[src/rtl/gpio_reg_arb_if.sv]
// Register-bus link used on both sides of the GPIO register arbiter.
// Request fields flow master->slave; rdata/ack/err flow back.
interface gpio_reg_arb_if #(
    parameter int AW = 4,
    parameter int DW = 32
);
    logic            cs;
    logic            wr;
    logic [AW-1:0]   addr;
    logic [DW-1:0]   wdata;
    logic [DW/8-1:0] be;
    logic [DW-1:0]   rdata;
    logic            ack;
    logic            err;

    modport master (output cs, wr, addr, wdata, be, input rdata, ack, err);
    modport slave  (input cs, wr, addr, wdata, be, output rdata, ack, err);
    // Request side of a link whose slave never reports errors (GPIO register block).
    modport initiator (output cs, wr, addr, wdata, be, input rdata, ack);
endinterface

[src/rtl/gpio_reg_arb.sv]
// Round-robin arbiter sharing the GPIO register slave between two masters,
// with a watchdog that completes unacknowledged transactions with an error ack.
module gpio_reg_arb #(
    parameter int AW      = 4,
    parameter int DW      = 32,
    parameter int TIMEOUT = 16
) (
    input  logic                 mclk,
    input  logic                 h_reset,
    gpio_reg_arb_if.slave        m0,
    gpio_reg_arb_if.slave        m1,
    gpio_reg_arb_if.initiator    regb,
    output logic                 arb_owner,
    output logic                 arb_tmo
);
    localparam int BW = DW / 8;
    localparam logic [7:0] TMO_LAST = 8'(TIMEOUT - 1);

    typedef enum logic [1:0] {IDLE, GNT, DONE} state_t;

    state_t               state_q, state_d;
    logic                 reg_cs_q, reg_cs_d;
    logic                 reg_wr_q, reg_wr_d;
    logic [AW-1:0]        reg_addr_q, reg_addr_d;
    logic [DW-1:0]        reg_wdata_q, reg_wdata_d;
    logic [BW-1:0]        reg_be_q, reg_be_d;
    logic                 owner_q, owner_d;
    logic                 last_owner_q, last_owner_d;
    logic [7:0]           tmo_cnt_q, tmo_cnt_d;
    logic [1:0]           ack_q, ack_d;
    logic [1:0]           err_q, err_d;
    logic [1:0][DW-1:0]   rdata_q, rdata_d;
    logic                 tmo_q, tmo_d;
    logic                 grant;

    // On a tie the master that was not served last wins.
    assign grant = (m0.cs && m1.cs) ? ~last_owner_q : m1.cs;

    always_comb begin
        state_d      = state_q;
        reg_cs_d     = reg_cs_q;
        reg_wr_d     = reg_wr_q;
        reg_addr_d   = reg_addr_q;
        reg_wdata_d  = reg_wdata_q;
        reg_be_d     = reg_be_q;
        owner_d      = owner_q;
        last_owner_d = last_owner_q;
        tmo_cnt_d    = tmo_cnt_q;
        ack_d        = '0;
        err_d        = '0;
        rdata_d      = '0;
        tmo_d        = 1'b0;
        unique case (state_q)
            IDLE: begin
                if (m0.cs || m1.cs) begin
                    reg_cs_d    = 1'b1;
                    reg_wr_d    = grant ? m1.wr    : m0.wr;
                    reg_addr_d  = grant ? m1.addr  : m0.addr;
                    reg_wdata_d = grant ? m1.wdata : m0.wdata;
                    reg_be_d    = grant ? m1.be    : m0.be;
                    owner_d     = grant;
                    tmo_cnt_d   = '0;
                    state_d     = GNT;
                end
            end
            GNT: begin
                // A slave ack in the watchdog's last cycle still counts as success.
                if (regb.ack) begin
                    reg_cs_d         = 1'b0;
                    ack_d[owner_q]   = 1'b1;
                    rdata_d[owner_q] = reg_wr_q ? '0 : regb.rdata;
                    state_d          = DONE;
                end else if (tmo_cnt_q == TMO_LAST) begin
                    reg_cs_d       = 1'b0;
                    ack_d[owner_q] = 1'b1;
                    err_d[owner_q] = 1'b1;
                    tmo_d          = 1'b1;
                    state_d        = DONE;
                end else begin
                    tmo_cnt_d = tmo_cnt_q + 8'd1;
                end
            end
            DONE: begin
                last_owner_d = owner_q;
                state_d      = IDLE;
            end
            default: state_d = IDLE;
        endcase
    end

    always_ff @(posedge mclk) begin
        if (h_reset) begin
            state_q      <= IDLE;
            reg_cs_q     <= 1'b0;
            reg_wr_q     <= 1'b0;
            reg_addr_q   <= '0;
            reg_wdata_q  <= '0;
            reg_be_q     <= '0;
            owner_q      <= 1'b0;
            last_owner_q <= 1'b1;
            tmo_cnt_q    <= '0;
            ack_q        <= '0;
            err_q        <= '0;
            rdata_q      <= '0;
            tmo_q        <= 1'b0;
        end else begin
            state_q      <= state_d;
            reg_cs_q     <= reg_cs_d;
            reg_wr_q     <= reg_wr_d;
            reg_addr_q   <= reg_addr_d;
            reg_wdata_q  <= reg_wdata_d;
            reg_be_q     <= reg_be_d;
            owner_q      <= owner_d;
            last_owner_q <= last_owner_d;
            tmo_cnt_q    <= tmo_cnt_d;
            ack_q        <= ack_d;
            err_q        <= err_d;
            rdata_q      <= rdata_d;
            tmo_q        <= tmo_d;
        end
    end

    assign regb.cs    = reg_cs_q;
    assign regb.wr    = reg_wr_q;
    assign regb.addr  = reg_addr_q;
    assign regb.wdata = reg_wdata_q;
    assign regb.be    = reg_be_q;

    assign m0.ack   = ack_q[0];
    assign m0.err   = err_q[0];
    assign m0.rdata = rdata_q[0];
    assign m1.ack   = ack_q[1];
    assign m1.err   = err_q[1];
    assign m1.rdata = rdata_q[1];

    assign arb_owner = owner_q;
    assign arb_tmo   = tmo_q;
endmodule

[src/flat_wrapper.sv]
// flat-port wrapper written by rule: the top's interface ports become plain ports
module gpio_reg_arb_flat 
#(
    parameter int AW      = 4,
    parameter int DW      = 32,
    parameter int TIMEOUT = 16
)
  (mclk, h_reset, arb_owner, arb_tmo, m0_cs, m0_wr, m0_addr, m0_wdata, m0_be, m0_rdata, m0_ack, m0_err, m1_cs, m1_wr, m1_addr, m1_wdata, m1_be, m1_rdata, m1_ack, m1_err, regb_cs, regb_wr, regb_addr, regb_wdata, regb_be, regb_rdata, regb_ack);
  gpio_reg_arb_if #(.AW(AW), .DW(DW)) m0_i ();
  gpio_reg_arb_if #(.AW(AW), .DW(DW)) m1_i ();
  gpio_reg_arb_if #(.AW(AW), .DW(DW)) regb_i ();
  input  logic mclk;
  input  logic h_reset;
  output logic arb_owner;
  output logic arb_tmo;
  input wire logic [$bits(m0_i.cs)-1:0] m0_cs;
  input wire logic [$bits(m0_i.wr)-1:0] m0_wr;
  input wire logic [$bits(m0_i.addr)-1:0] m0_addr;
  input wire logic [$bits(m0_i.wdata)-1:0] m0_wdata;
  input wire logic [$bits(m0_i.be)-1:0] m0_be;
  output wire logic [$bits(m0_i.rdata)-1:0] m0_rdata;
  output wire logic [$bits(m0_i.ack)-1:0] m0_ack;
  output wire logic [$bits(m0_i.err)-1:0] m0_err;
  input wire logic [$bits(m1_i.cs)-1:0] m1_cs;
  input wire logic [$bits(m1_i.wr)-1:0] m1_wr;
  input wire logic [$bits(m1_i.addr)-1:0] m1_addr;
  input wire logic [$bits(m1_i.wdata)-1:0] m1_wdata;
  input wire logic [$bits(m1_i.be)-1:0] m1_be;
  output wire logic [$bits(m1_i.rdata)-1:0] m1_rdata;
  output wire logic [$bits(m1_i.ack)-1:0] m1_ack;
  output wire logic [$bits(m1_i.err)-1:0] m1_err;
  output wire logic [$bits(regb_i.cs)-1:0] regb_cs;
  output wire logic [$bits(regb_i.wr)-1:0] regb_wr;
  output wire logic [$bits(regb_i.addr)-1:0] regb_addr;
  output wire logic [$bits(regb_i.wdata)-1:0] regb_wdata;
  output wire logic [$bits(regb_i.be)-1:0] regb_be;
  input wire logic [$bits(regb_i.rdata)-1:0] regb_rdata;
  input wire logic [$bits(regb_i.ack)-1:0] regb_ack;
  assign m0_i.cs = m0_cs;
  assign m0_i.wr = m0_wr;
  assign m0_i.addr = m0_addr;
  assign m0_i.wdata = m0_wdata;
  assign m0_i.be = m0_be;
  assign m0_rdata = m0_i.rdata;
  assign m0_ack = m0_i.ack;
  assign m0_err = m0_i.err;
  assign m1_i.cs = m1_cs;
  assign m1_i.wr = m1_wr;
  assign m1_i.addr = m1_addr;
  assign m1_i.wdata = m1_wdata;
  assign m1_i.be = m1_be;
  assign m1_rdata = m1_i.rdata;
  assign m1_ack = m1_i.ack;
  assign m1_err = m1_i.err;
  assign regb_cs = regb_i.cs;
  assign regb_wr = regb_i.wr;
  assign regb_addr = regb_i.addr;
  assign regb_wdata = regb_i.wdata;
  assign regb_be = regb_i.be;
  assign regb_i.rdata = regb_rdata;
  assign regb_i.ack = regb_ack;
  gpio_reg_arb #(.AW(AW), .DW(DW), .TIMEOUT(TIMEOUT)) u_core (.mclk(mclk), .h_reset(h_reset), .m0(m0_i), .m1(m1_i), .regb(regb_i), .arb_owner(arb_owner), .arb_tmo(arb_tmo));
endmodule
[config.mk]
export PLATFORM = sky130hd
export DESIGN_NAME = gpio_reg_arb_flat
export DESIGN_NICKNAME = d
export VERILOG_FILES = /design/src/rtl/gpio_reg_arb_if.sv /design/src/rtl/gpio_reg_arb.sv /design/src/flat_wrapper.sv
export SDC_FILE = /design/constraint.sdc
export NUM_CORES = 1
export LEC_CHECK = 0
export ABC_CLOCK_PERIOD_IN_PS = 2300
export BUFFER_PORTS_ARGS = -buffer_cell sky130_fd_sc_hd__buf_2
export CORE_MARGIN = 2
export CORE_UTILIZATION = 46
export CTS_BUF_LIST = sky130_fd_sc_hd__clkbuf_2 sky130_fd_sc_hd__clkbuf_4 sky130_fd_sc_hd__clkbuf_8
export DETAILED_ROUTE_END_ITERATION = 10
export PLACE_DENSITY_LB_ADDON = 0.12
export SYNTH_ARGS = -nofsm -noshare
export SYNTH_HDL_FRONTEND = slang
export SYNTH_SLANG_ARGS = --single-unit
export TNS_END_PERCENT = 1
[constraint.sdc]
create_clock -name mclk -period 2.3 [get_ports mclk]
set_input_delay 0.46 -clock mclk [delete_from_list [all_inputs] [get_ports mclk]]
set_output_delay 0.46 -clock mclk [all_outputs]
set_load 0.01 [all_outputs]
# Yosys cells after proc, flatten, opt, wreduce, memory -nomap -nowiden
# Cells that the tools add are included.
# word_totals
register_bits	123
output_inout_bits	112
word_cells	65
# op_classes
n_addsub	1
n_lt_le_gt_ge	2
eq_ne	7
n_mux	25
n_bitwise	4
n_reduce_logical	12
# op_table
cell	count
$mux W32	3
$and A64 B64 Y64	1
$demux W32 S1	1
$mux W8	3
$pmux W8 S2	1
$mux W2	5
$add A8 B1 Y8 const B	1
$eq A8 B4 Y1 const B	1
$mux W4	2
$mux W1	7
$reduce_or A3 Y1	2
$ne A2 B2 Y1 const B	2
$pmux W2 S2	1
$reduce_and A2 Y1	2
$reduce_and A4 Y1	1
$ne A3 B2 Y1 const B	1
$not A1 Y1	3
$reduce_and A3 Y1	1
$eq A2 B1 Y1 const B	1
$eq A2 B2 Y1 const B	1
$logic_and A1 B1 Y1	2
$logic_not A2 Y1	1
$lt A1 B2 Y1 const B	1
$ne A2 B1 Y1 const B	1
6 further kinds	6

# Longest topological paths before layout
# Gate-level depths: netlist of the first run.
# logic_depth
ltp_word	6
ltp_mapped	6
ltp_nobuf	5

# Worst setup path after synthesis of the first run
# OpenSTA, ideal clock, no wires.
# synth_timing
path_kind	flip-flop to flip-flop
start	reg u_core.tmo_cnt_q[0]
end	reg u_core.tmo_cnt_q[6]
setup_ns	0.074
arrival_ns	1.505
path_slack_ns	0.721
path_stages_with_launch	7
cell_sequence	dfxtp_1 > ha_1 > nand3_1 > o21ai_2 > buf_6 > or3_2 > a31oi_1
# synth_between
elab_chain_cells	4
elab_cells_between_ends	7
# synth_rtl
item	line_no	text
from (decl)	gpio_reg_arb.sv:29	logic [7:0] tmo_cnt_q, tmo_cnt_d;
from (signal assigned)	gpio_reg_arb.sv:115	tmo_cnt_q <= tmo_cnt_d;
$add A8 B1 Y8	gpio_reg_arb.sv:80	tmo_cnt_d = tmo_cnt_q + 8'd1;
$mux W8	gpio_reg_arb.sv:73	end else if (tmo_cnt_q == TMO_LAST) begin
$mux W8	gpio_reg_arb.sv:68	if (regb.ack) begin
$pmux W8 S2	gpio_reg_arb.sv:53	unique case (state_q)
# Several ways; a longest one is shown, not always the timed one. The select of a mux whose other input is x is not followed.
# A chain may end at the register's enable or synchronous reset.

# Final worst setup path of the first run
# layout_timing
start	reg u_core.tmo_cnt_q[4]
end	reg u_core.tmo_cnt_q[7]
# The elaborated chain is that of the path after synthesis.

==> impl_metrics.ini, run 1 <==
[clocking]
cts-root-buf = clkbuf_8
postCtsSetupBuffers = 0
clock_sinks = 123
ctsResizeCount = 0
cts_buffer_depth = 2
cts_htree_levels = 4
cts_tree = done
holdBufCountCts = 0
clk_latency_ps = 410
cts_made_buffers = 17
clkTransAtPathRegs_ps = 80

[pwr]
power_density_mw_per_mm2 = 805
ir_drop_mv = 0.391
p_leak_uw = 0.00309

[global_route]
grt_usage = 0.213
overflow = 0
grt_max_degree = 67
antenna_found_initial = 0
grt_pass1_vias = 3555
grt_pass1_wl_mm = 17.0

[critical_path]
end_kind = flip-flop
crit_end = u_core.tmo_cnt_q[7]
r2r-end = u_core.tmo_cnt_q[7]
regToRegStartpoint = u_core.tmo_cnt_q[4]
cp.arrival_ps = 2000
cp_num_buf_inv = 0
critical_path_depth = 4
cp_max_fo = 11
critPathLaunch = u_core.tmo_cnt_q[4]
reg2reg_depth = 4
crit_chain = or4_4, o21ai_2, or3_2, a31oi_1
criticalPathCategory = flip-flop to flip-flop
crit_slowest_cell = or4_4
r2r_setup_slack_ps = 570
crit_path_max_incr_delay_ps = 570
cp.required_ps = 2570
cp-start-kind = flip-flop
crit_family = simple AND/OR/NAND/NOR gates

[floorplanning]
start_util = 0.471
io_pins = 231
core_area_mm2 = 0.00920
die_area_mm2 = 0.0102
dieWidth_um = 101
rows = 35
dieHeight_um = 101

[layout]
final_nets = 755
drive_above_1_share = 0.434
syn_to_final_growth_pct = 36.9
n_antenna_cell = 0

[worst_hold_path]
min_path_type = input pin to flip-flop

[detailed_routing]
vias = 3857
wl_per_cell_um = 14.4
postRouteWirelength_mm = 10.9
detail_route.drc_violations = 0
drt_iter0_markers = 110
drtAntennaViolNets = 0
routed_via_density = 5.09
dr.pass1.iters = 4

[logic_synthesis]
synth_flop_cell = dfxtp_1
syn_inst = 413
syn-mean-instance-area_um2 = 10.5
synth_seq_cells = 123
synth_edf_count = 0
synth_fp_nets = 533
ys_warn_count = 0
synth_area_mm2 = 0.00433
synth.distinct_cells = 39
async_flop_share = 0
ys_seq_area_frac = 0.568

[sta]
hold_viol = 0
slew_viol_final = 0
tightest_slew_ps = 547
fin_skew_ps = 13.6
rsz0062_at_grt = false
fin_crit_sh = 0.752
setup_violations = 0
relSlewSlack = 0.636
min_period_ps = 1730
fmax_mhz = 578
tns_ps = 0
setup_slack_ps = 569

[place]
place_worst_setup_slack_ps = 524
place.gp.congestion = 0.787
hpwlAfterDp_mm = 7.98
place.port_buffers = 230

[status]
status = complete, no violations

[flow_run]
maxCapViolCount = 0
[per-layer routing]
metal	up-vias	wire length [um]	track usage
met1	1736	4460	0.252
li1	1937	-	-
met4	0	224	0.0946
met3	14	885	0.0791
met2	170	5370	0.344
met5	-	0	0
[worst reg2reg max path: stages (launching register included)]
cell	delay, ps
dfxtp_1	390
or4_4	570
o21ai_2	360
or3_2	190
a31oi_1	80
[area by class of cell]
cell class                 instances  area (um2)
multi-input combinational        252        1700
tap                              111         139
sequential                       123        2460
clock buffer                      17         234
clock inverter                    14         161
timing repair buffer             238        1220
fill                             792        3270
inverter                           3        11.3
[metrics by stage]
stage | hold slack (ps) | area (um2) | instances | utilization | total power [uW]
6_report | 272 | 5930 | 758 | 0.645 | 4770
5_1_grt | 244 | 5930 | 758 | 0.645 | 5010
3_5_place_dp | 488 | 5530 | 727 | 0.602 | 2950
2_1_floorplan | 459 | 4330 | 413 | - | 2670
4_1_cts | 243 | 5930 | 758 | 0.645 | 4830
3_3_place_gp | 481 | 5530 | 727 | 0.602 | 2940
[cells in the final DEF, fill, tap and decap left out, types with 5 or more instances in the layout]
master and instances:
nor3_1 6, nor2_1 47, buf_4 7, a211oi_1 42, a21oi_1 5, buf_2 230
inv_6 6, clkbuf_8 17, dfxtp_1 123, nand3_1 11, and3_1 65, mux2i_1 41
[sequential cells by signal, summed over array words and instances (netlist names)]
name,flops
u_core.ack_q,2
u_core.arb_owner,1
u_core.arb_tmo,1
u_core.err_q,2
u_core.last_owner_q,1
u_core.m0.rdata,32
u_core.m1.rdata,32
u_core.regb.addr,4
u_core.regb.be,4
u_core.regb.cs,1
u_core.regb.wdata,32
u_core.regb.wr,1
u_core.state_q,2
u_core.tmo_cnt_q,8
[synth_stat cells (3+ instances only)]
library cell    n  area [um2]
buf_2           4        20.0
mux2i_1        41         410
nand4_1         3        18.8
and3_1         65         407
nand3_1        11        55.1
buf_1           4        15.0
inv_1           3        11.3
dfxtp_1       123        2460
or3_2           3        22.5
a211oi_1       42         315
clkbuf_1       20        75.1
nor2_1         47         176
nor3_1          6        30.0
a21oi_1         5        25.0
buf_4           3        22.5
a31oi_1         3        18.8
buf_6           3        33.8
[power breakdown]
group	internal (uW)	total (uW)	switching, uW
clock	982	1870	893
sequential	2240	2290	52.8
combinational	269	609	340
total	3490	4770	1290
[kinds of logic after synthesis]
logic type      count (synthesis)  share of synthesized area
simple gates                  148                      0.187
fa+ha+maj                       1                    0.00289
xor+xnor                        2                    0.00404
flops                         123                      0.568
buf+inv                        38                     0.0430
mux                            41                     0.0947
compound gates                 60                     0.0999
[worst min-delay path by stage]
stage	start	to	slack, ps	cells past startpoint
after floorplan	u_core.last_owner_q	u_core.last_owner_q	460	2
after global placement	u_core.regb.cs	u_core.regb.cs	480	2
after detailed placement	u_core.regb.wdata[26]	u_core.regb.wdata[26]	490	2
after CTS	regb_rdata[10]	u_core.m0.rdata[10]	240	2
after global routing	regb_rdata[9]	u_core.m1.rdata[9]	240	2
final	regb_rdata[10]	u_core.m0.rdata[10]	270	2
Note: power is estimated with default switching activity, not from simulation.
==> inputs of run 2 (changes only) <==
--- a/config.mk
+++ b/config.mk
@@ -5,10 +5,10 @@
 export SDC_FILE = /design/constraint.sdc
 export NUM_CORES = 1
 export LEC_CHECK = 0
-export ABC_CLOCK_PERIOD_IN_PS = 2300
+export ABC_CLOCK_PERIOD_IN_PS = 1400
 export BUFFER_PORTS_ARGS = -buffer_cell sky130_fd_sc_hd__buf_2
 export CORE_MARGIN = 2
-export CORE_UTILIZATION = 46
+export CORE_UTILIZATION = 42
 export CTS_BUF_LIST = sky130_fd_sc_hd__clkbuf_2 sky130_fd_sc_hd__clkbuf_4 sky130_fd_sc_hd__clkbuf_8
 export DETAILED_ROUTE_END_ITERATION = 10
 export PLACE_DENSITY_LB_ADDON = 0.12
==> constraint.sdc (replaced) <==
create_clock -name mclk -period 1.4 [get_ports mclk]
set_input_delay 0.28 -clock mclk [delete_from_list [all_inputs] [get_ports mclk]]
set_output_delay 0.28 -clock mclk [all_outputs]
set_load 0.01 [all_outputs]
==> run 2 against run 1 <==
  * Combinational power grew 84%
  * Critical path type unchanged
  * Clock skew grew 1.2 ps
  * Critical endpoint is now u_core.tmo_cnt_q[6]
  * Utilization shrank 1.8 points
  * The flow now finishes with violations (negative setup slack)
  * Clock power grew 71%
  * Sequential share of layout area shrank 2.8 points
  * Non-clock buffer count grew 30
  * Fmax grew 11%
==> impl_metrics.ini, run 2 (same netlist as run 1, synthesis figures left out) <==
[status]
status = finished with violations
violations = negative setup slack

[sta]
tightest_slew_ps = 547
rsz0062_at_grt = true
min_period_ps = 1550
relSlewSlack = 0.635
setup_violations = 10
fin_skew_ps = 14.9
fin_crit_sh = 1.11
slew_viol_final = 0
tns_ps = -858
fmax_mhz = 643
setup_slack_ps = -154
hold_viol = 0

[layout]
syn_to_final_growth_pct = 47.3
fin_cells = 814
final_nets = 785
final_common_cell = buf_2
fillers = 902
final-seq-area_mm2 = 0.00247
mostFrequentLayoutCells = buf_2 (230), dfxtp_1 (118), and3_1 (64)
n_antenna_cell = 0
multi_input_area_mm2 = 0.00181
drive_above_1_share = 0.487

[worst_hold_path]
hold_start = regb_rdata[29]
min_path_type = input pin to flip-flop

[clocking]
cts_htree_levels = 4
cts_made_buffers = 17
clkTransAtPathRegs_ps = 80
postCtsSetupBuffers = 0
cts_buffer_depth = 2
cts-root-buf = clkbuf_8
cts_tree = done
clock_sinks = 123
clk_latency_ps = 420

[floorplanning]
core_area_mm2 = 0.0102
die_area_mm2 = 0.0111
dieWidth_um = 106
dieHeight_um = 106
rows = 37
io_pins = 231
start_util = 0.425

[critical_path]
cp_max_fo = 8
regToRegStartpoint = u_core.tmo_cnt_q[6]
cp.arrival_ps = 1890
critPathLaunch = u_core.tmo_cnt_q[6]
crit_end = u_core.tmo_cnt_q[6]
r2r-end = u_core.tmo_cnt_q[6]
cp-start-kind = flip-flop
criticalPathCategory = flip-flop to flip-flop
cp.required_ps = 1740
r2r_setup_slack_ps = -150
reg2reg_depth = 5
end_kind = flip-flop

[place]
dp_cells = 782
place.port_buffers = 230
place_worst_setup_slack_ps = -235
place.gp.congestion = 0.814
hpwlAfterDp_mm = 8.22

[flow_run]
maxCapViolCount = 0

[detailed_routing]
postRouteWirelength_mm = 11.1
detail_route.drc_violations = 0
drtAntennaViolNets = 0
drt_iter0_markers = 148
wl_per_cell_um = 13.6
routed_via_density = 4.88
vias = 3976
dr.pass1.iters = 4

[global_route]
overflow = 0
grt_max_degree = 52
antenna_found_initial = 0
grt_usage = 0.198
grt_pass1_vias = 3731
grt_pass1_wl_mm = 17.5

[pwr]
power_density_mw_per_mm2 = 1260
ir_drop_mv = 0.567
p_leak_uw = 0.00327
## run 2: changes by cell type in the layout (fill, tap and decap cells not counted), moves of 2 or more
cell / previous run / this run
nor2_1: 47 / 44
clkinv_4: 3 / 0
dfxtp_2: 0 / 5
nand3_4: 0 / 2
buf_6: 0 / 3
nor2_4: 0 / 2
a21oi_1: 5 / 3
dfxtp_1: 123 / 118
buf_12: 1 / 5
nand3_1: 11 / 8
a21oi_2: 0 / 2
buf_4: 7 / 30
## run 2: worst min path at each step
stage	end	cells past startpoint
3_3_place_gp	u_core.regb.cs	2
5_1_grt	u_core.m0.rdata[21]	2
3_5_place_dp	u_core.regb.wdata[2]	2
2_1_floorplan	u_core.arb_tmo	1
4_1_cts	u_core.m0.rdata[28]	2
6_report	u_core.m1.rdata[29]	2
## run 2: metrics by stage
step                      total power, uW  utilization  hold slack (ps)  cell area [um2]
after floorplan                      4390            -              358             4350
after global placement               4910        0.576              478             5860
after detailed placement             4940        0.576              490             5860
after CTS                            8170        0.623             58.0             6350
after global routing                 8460        0.627             63.9             6380
final                                8070        0.627             95.2             6380
## run 2: area by class of cell
cell class	count	area share
clock inverters	15	0.0280
multi-input cells	252	0.283
well taps	136	0.0267
inverters	3	0.00176
repair buffers	268	0.237
flip-flops and latches	123	0.387
clock buffers	17	0.0367
## run 2: report_power, final
group | total [uW] | switching (uW) | internal (uW)
combinational | 1120 | 593 | 529
sequential | 3760 | 82.2 | 3670
clock | 3190 | 1540 | 1650
## run 2: layer usage
layer / up-vias / routed length (um) / GRT usage / part of all wire
li1: 1989 / - / - / -
met1: 1810 / 4560 / 0.233 / 0.41
met2: 159 / 5500 / 0.331 / 0.50
met3: 18 / 783 / 0.0649 / 0.071
met4: 0 / 246 / 0.0874 / 0.022
met5: - / 0 / 0 / 0
## run 2: repair_timing
| action | in CTS | in global routing |
|---|---|---|
| gates resized for setup | 15 | 9 |
| pin swaps | 10 | 7 |
| hold endpoints to repair | 0 | 0 |
| hold buffers | 0 | 0 |
| endpoints found under the setup margin | 116 | 118 |
## run 2: critical path, cell delays in order, from the launching register on
cell	delay, ps
dfxtp_2	320
or4_4	570
o21ai_4	200
buf_6	160
nand3_1	80
a31oi_1	150
